## config.mk

```make
export PLATFORM = sky130hd
export DESIGN_NAME = turn_signal_seq
export DESIGN_NICKNAME = d
export VERILOG_FILES = /design/src/rtl/turn_signal_seq.sv
export SDC_FILE = /design/constraint.sdc
export NUM_CORES = 1
export LEC_CHECK = 0
export CAP_MARGIN = 20
export CORE_MARGIN = 10
export CORE_UTILIZATION = 53
export DETAILED_ROUTE_END_ITERATION = 8
export GPL_TIMING_DRIVEN = 0
export PLACE_DENSITY = 0.91
export SYNTH_ARGS = -nofsm -noshare
export SYNTH_HDL_FRONTEND = slang
export SYNTH_SLANG_ARGS = --single-unit
```

## constraint.sdc

```tcl
create_clock -name clk -period 3.13 [get_ports clk]
set_clock_uncertainty 0.15 [all_clocks]
set_input_delay 0.7825 -clock clk [delete_from_list [all_inputs] [get_ports clk]]
set_output_delay 0.7825 -clock clk [all_outputs]
set_load 0.02 [all_outputs]
```

## src/rtl/turn_signal_seq.sv

```systemverilog
// Left/right/hazard lamp sequencer with flash-rate prescaler and brake overlay.
// lamps updates on the tick edge for sequence changes, one edge after sampling for brake; en=0 freezes all state.
module turn_signal_seq #(
   parameter int LAMPS    = 3,
   parameter int TICK_DIV = 1
) (
   input  logic               clk,
   input  logic               clr,
   input  logic               en,
   input  logic               left,
   input  logic               right,
   input  logic               haz,
   input  logic               brake,
   output logic [2*LAMPS-1:0] lamps
);

   localparam int CW = (TICK_DIV > 1) ? $clog2(TICK_DIV) : 1;
   localparam int SW = $clog2(LAMPS + 2);

   typedef enum logic [1:0] {
      S_IDLE  = 2'd0,
      S_LEFT  = 2'd1,
      S_RIGHT = 2'd2,
      S_HAZ   = 2'd3
   } mode_t;

   logic [CW-1:0]    cnt;
   mode_t            mode;
   logic [SW-1:0]    step;

   logic             tick;
   mode_t            req;
   mode_t            nxt_mode;
   logic [SW-1:0]    nxt_step;
   logic [LAMPS-1:0] lbank;
   logic [LAMPS-1:0] rbank;

   always_comb begin
      tick = en && (cnt == CW'(TICK_DIV - 1));

      if (haz || (left && right)) req = S_HAZ;
      else if (left)              req = S_LEFT;
      else if (right)             req = S_RIGHT;
      else                        req = S_IDLE;

      nxt_mode = mode;
      nxt_step = step;
      if (tick) begin
         if (req != mode) begin
            // every mode change starts with one all-off step
            nxt_mode = req;
            nxt_step = '0;
         end else begin
            case (mode)
               S_LEFT, S_RIGHT: nxt_step = (step == SW'(LAMPS)) ? '0 : step + 1'b1;
               S_HAZ:           nxt_step = (step == '0) ? SW'(1) : '0;
               default:         nxt_step = '0;
            endcase
         end
      end

      lbank = '0;
      rbank = '0;
      for (int i = 0; i < LAMPS; i++) begin
         if (SW'(i) < nxt_step) begin
            if (nxt_mode == S_LEFT)  lbank[i] = 1'b1;
            if (nxt_mode == S_RIGHT) rbank[LAMPS-1-i] = 1'b1;
         end
      end
      if (nxt_mode == S_HAZ) begin
         lbank = {LAMPS{nxt_step[0]}};
         rbank = {LAMPS{nxt_step[0]}};
      end else if (brake) begin
         // brake lights every bank that is not currently sequencing
         if (nxt_mode != S_LEFT)  lbank = '1;
         if (nxt_mode != S_RIGHT) rbank = '1;
      end
   end

   always_ff @(posedge clk or negedge clr) begin
      if (!clr) begin
         cnt   <= '0;
         mode  <= S_IDLE;
         step  <= '0;
         lamps <= '0;
      end else if (en) begin
         cnt   <= tick ? '0 : cnt + 1'b1;
         mode  <= nxt_mode;
         step  <= nxt_step;
         lamps <= {lbank, rbank};
      end
   end

endmodule
```

==> metrics.csv <==
stage;metric;value;unit
clocking;Worst-Skew Late Latency;0.26;ns
die;Starting Density;56.0;%
pwr;maximum vdd drop;0.302;mV
setup_path;stages on the worst setup path;8;
placed_design;Port Buf Inserts;11;
sta;Max Transition Viols Final;0;
clocking;CTS tree;built;
setup_path;Worst EP required;3.18;ns
routing;1st-iter DRT viols;5;
die;IO Count;13;
setup_path;critical path class;in -> reg;
layout;commonest non-fill, non-tap cell in the layout;dfrtp_1;
layout;Syn-to-layout area delta;21.0;%
clocking;Root Buffer;clkbuf_4;
sta;RSZ-0062 raised after global routing;false;
global_route;antenna violations before repair;0;
sta;relative slew slack;64.3;%
routing;Remaining DRCs;0;
synthesis;yosys synthesis warning count;0;
die;core box area;1280;sq um
clocking;clock buffer depth;2;
clocking;htree depth;1;
sta;final count of negative-setup-slack endpoints;0;
setup_path;CP top delay family;compound AO/OA/AOI/OAI gates;
routing;via count of the routed design;605;
status;status;completed;
synthesis;sequential cell area fraction in the yosys report;41.7;%
layout;# fillers;103;
pwr;PD cells;426;nW/um^2
global_route;gr usage total;9.34;%
setup_path;Worst R2R End;lamps[5];
sta;setup TNS;0;ns
synthesis;Synth Instances;74;
routing;DRT antenna net count;0;
flow_run;Max-cap violations;0;
pwr;switching power;109;uW
pwr;Clock power frac;23.8;%
pwr;Flop pwr share;48.0;%
clocking;post_cts resized;0;
sta;FMAX;0.362;GHz
setup_path;CP max stage cell;clkdlybuf4s50_1;
pwr;Int Power;262;uW
synthesis;Post-Syn Area;719;sq um
sta;worst setup margin;0.364;ns
routing;DR pass1 iterations;4;
placed_design;DPL Wire Length;1.15;mm
layout;fin nets;101;
global_route;vias in the first global route;598;
routing;routed len/inst;13.8;microns
routing;total routed wirelength;1.43;mm
setup_path;R2R cell count;7;
setup_path;CP max stage delay;0.47;ns
setup_path;critical path arrival;2.82;ns
layout;most frequent cells in the layout;dfrtp_1 (12), clkdlybuf4s50_1 (11), inv_1 (7), nor2_1 (7), nand2_1 (7);
setup_path;flop-to-flop setup slack;0.95;ns
placed_design;routability cong.;0.859;
synthesis;ys async rst share;100;%
die;die area;3230;sq um
sta;period utilisation layout;88.4;%
layout;share of cells above drive strength 1;15.9;%
clocking;clock-pin slew on the worst setup and hold paths;0.07;ns
hold_path;Hold Crit Depth;1;
layout;Diodes inserted;0;
die;num rows;13;
hold_path;Worst Hold Class;reg -> reg;
sta;worst slew pin tran;0.536;ns
setup_path;Critical Path End Type;flip-flop;
setup_path;Cell Chain, Critical Path;clkdlybuf4s50_1 > or3_1 > a211oi_2 > nor2_1 > o41a_1 > inv_2 > and4_1 > a211o_1;
synthesis;Main synth FF type;dfrtp_1;
hold_path;Worst Hold End;cnt;
pwr;power share of the combinational group;28.2;%
clocking;Num Clock Sinks;12;
synthesis;Post-synth EDFFs;0;
global_route;first-pass GRT wire length;2.46;mm
setup_path;Crit Path Max Fanout;5;
pwr;Pleak;0.406;nW
hold_path;worst hold start;cnt;
sta;final hold violation count;0;
global_route;largest net degree at the start of global routing;13;
synthesis;post-synth net total;85;
synthesis;post-synth cell types;30;
setup_path;type of origin of the critical path;input pin;
clocking;# hold bufs at CTS;0;
die;Die Ht;56.8;microns
setup_path;Reg-to-Reg Start;mode[1];
sta;post-layout min period;2.77;ns
pwr;switch share;29.4;%
clocking;Post-CTS Setup Repair Bufs;0;
die;die width;56.8;microns
global_route;global route overflow;0;
synthesis;post-synthesis register bit count;12;
synthesis;Avg Cell Area, Syn;9.72;sq um
placed_design;DP Worst Slack;0.0994;ns
clocking;CTS buffer count;3;
setup_path;Worst Path Buf+Inv;2;
routing;routed vias/inst;5.87;
[per-layer routing]
metal,routed length [microns],part of all wire [%],global-route usage (%)
met1,541,38,8.37
met2,696,49,16.1
met3,141,9.9,4.72
met4,46,3.2,6.04
met5,0,0,0
[cells by family (layout without fill, tap and decap cells)]
kind of cell / count (synthesis) / in the layout / synth area share (%)
simple gates: 26 / 26 / 18.8
compound gates: 22 / 22 / 26.4
flops: 12 / 12 / 41.7
buf+inv: 9 / 23 / 4.87
fa+ha+maj: 4 / 4 / 6.96
xor+xnor: 1 / 1 / 1.22
[synthesized netlist by cell type (2+ instances only)]
| cell type | number | area, sq um |
|---|---|---|
| ha_1 | 4 | 50.1 |
| or2_2 | 2 | 12.5 |
| nand2_1 | 7 | 26.3 |
| o31a_2 | 2 | 20.0 |
| and3_1 | 3 | 18.8 |
| inv_1 | 7 | 26.3 |
| o211ai_2 | 2 | 25.0 |
| nor2_1 | 7 | 26.3 |
| dfrtp_1 | 12 | 300 |
| o21a_1 | 4 | 30.0 |
| o22a_1 | 4 | 35.0 |
| and4_1 | 2 | 17.5 |
[through the flow]
step	power (mW)	cells	util, %	area (sq um)	hold slack [ns]
floorplan	0.244	74	-	719	0.305
global placement	0.283	100	66.0	848	0.326
detailed placement	0.286	100	66.0	848	0.333
CTS	0.376	103	67.8	871	0.355
global route	0.397	103	67.8	871	0.375
finish	0.371	103	67.8	871	0.351
[worst max path at each step]
stage / to / slack (ns) / startpoint
finish: lamps[5] / 0.36 / haz
global route: lamps[5] / 0.25 / haz
CTS: lamps[5] / 0.36 / haz
detailed placement: lamps[3] / 0.1 / haz
global placement: lamps[2] / 0.14 / haz
floorplan: lamps[5] / 0.73 / haz
[layout make-up]
| cell class | instances | area, sq um | share of cell area, % |
|---|---|---|---|
| plain buffers | 1 | 5.00 | 0.575 |
| clock buffers | 3 | 22.5 | 2.59 |
| inverters | 8 | 30.0 | 3.45 |
| multi-input cells | 53 | 384 | 44.1 |
| flip-flops and latches | 12 | 300 | 34.5 |
| well taps | 15 | 18.8 | 2.16 |
| repair buffers | 11 | 110 | 12.6 |
[registers in the layout, summed over array words and instances, names as in the netlist]
name and flops:
step 3, mode 2, lamps 6, cnt 1
[power by group through the flow]
stage | registers (mW) | logic [mW] | clock network (mW)
6_report | 0.178 | 0.105 | 0.0883
3_3_place_gp | 0.180 | 0.103 | 0
4_1_cts | 0.178 | 0.106 | 0.0913
3_5_place_dp | 0.181 | 0.105 | 0
2_1_floorplan | 0.192 | 0.0521 | 0
5_1_grt | 0.180 | 0.117 | 0.100
Note: power is estimated with default switching activity, not from simulation.
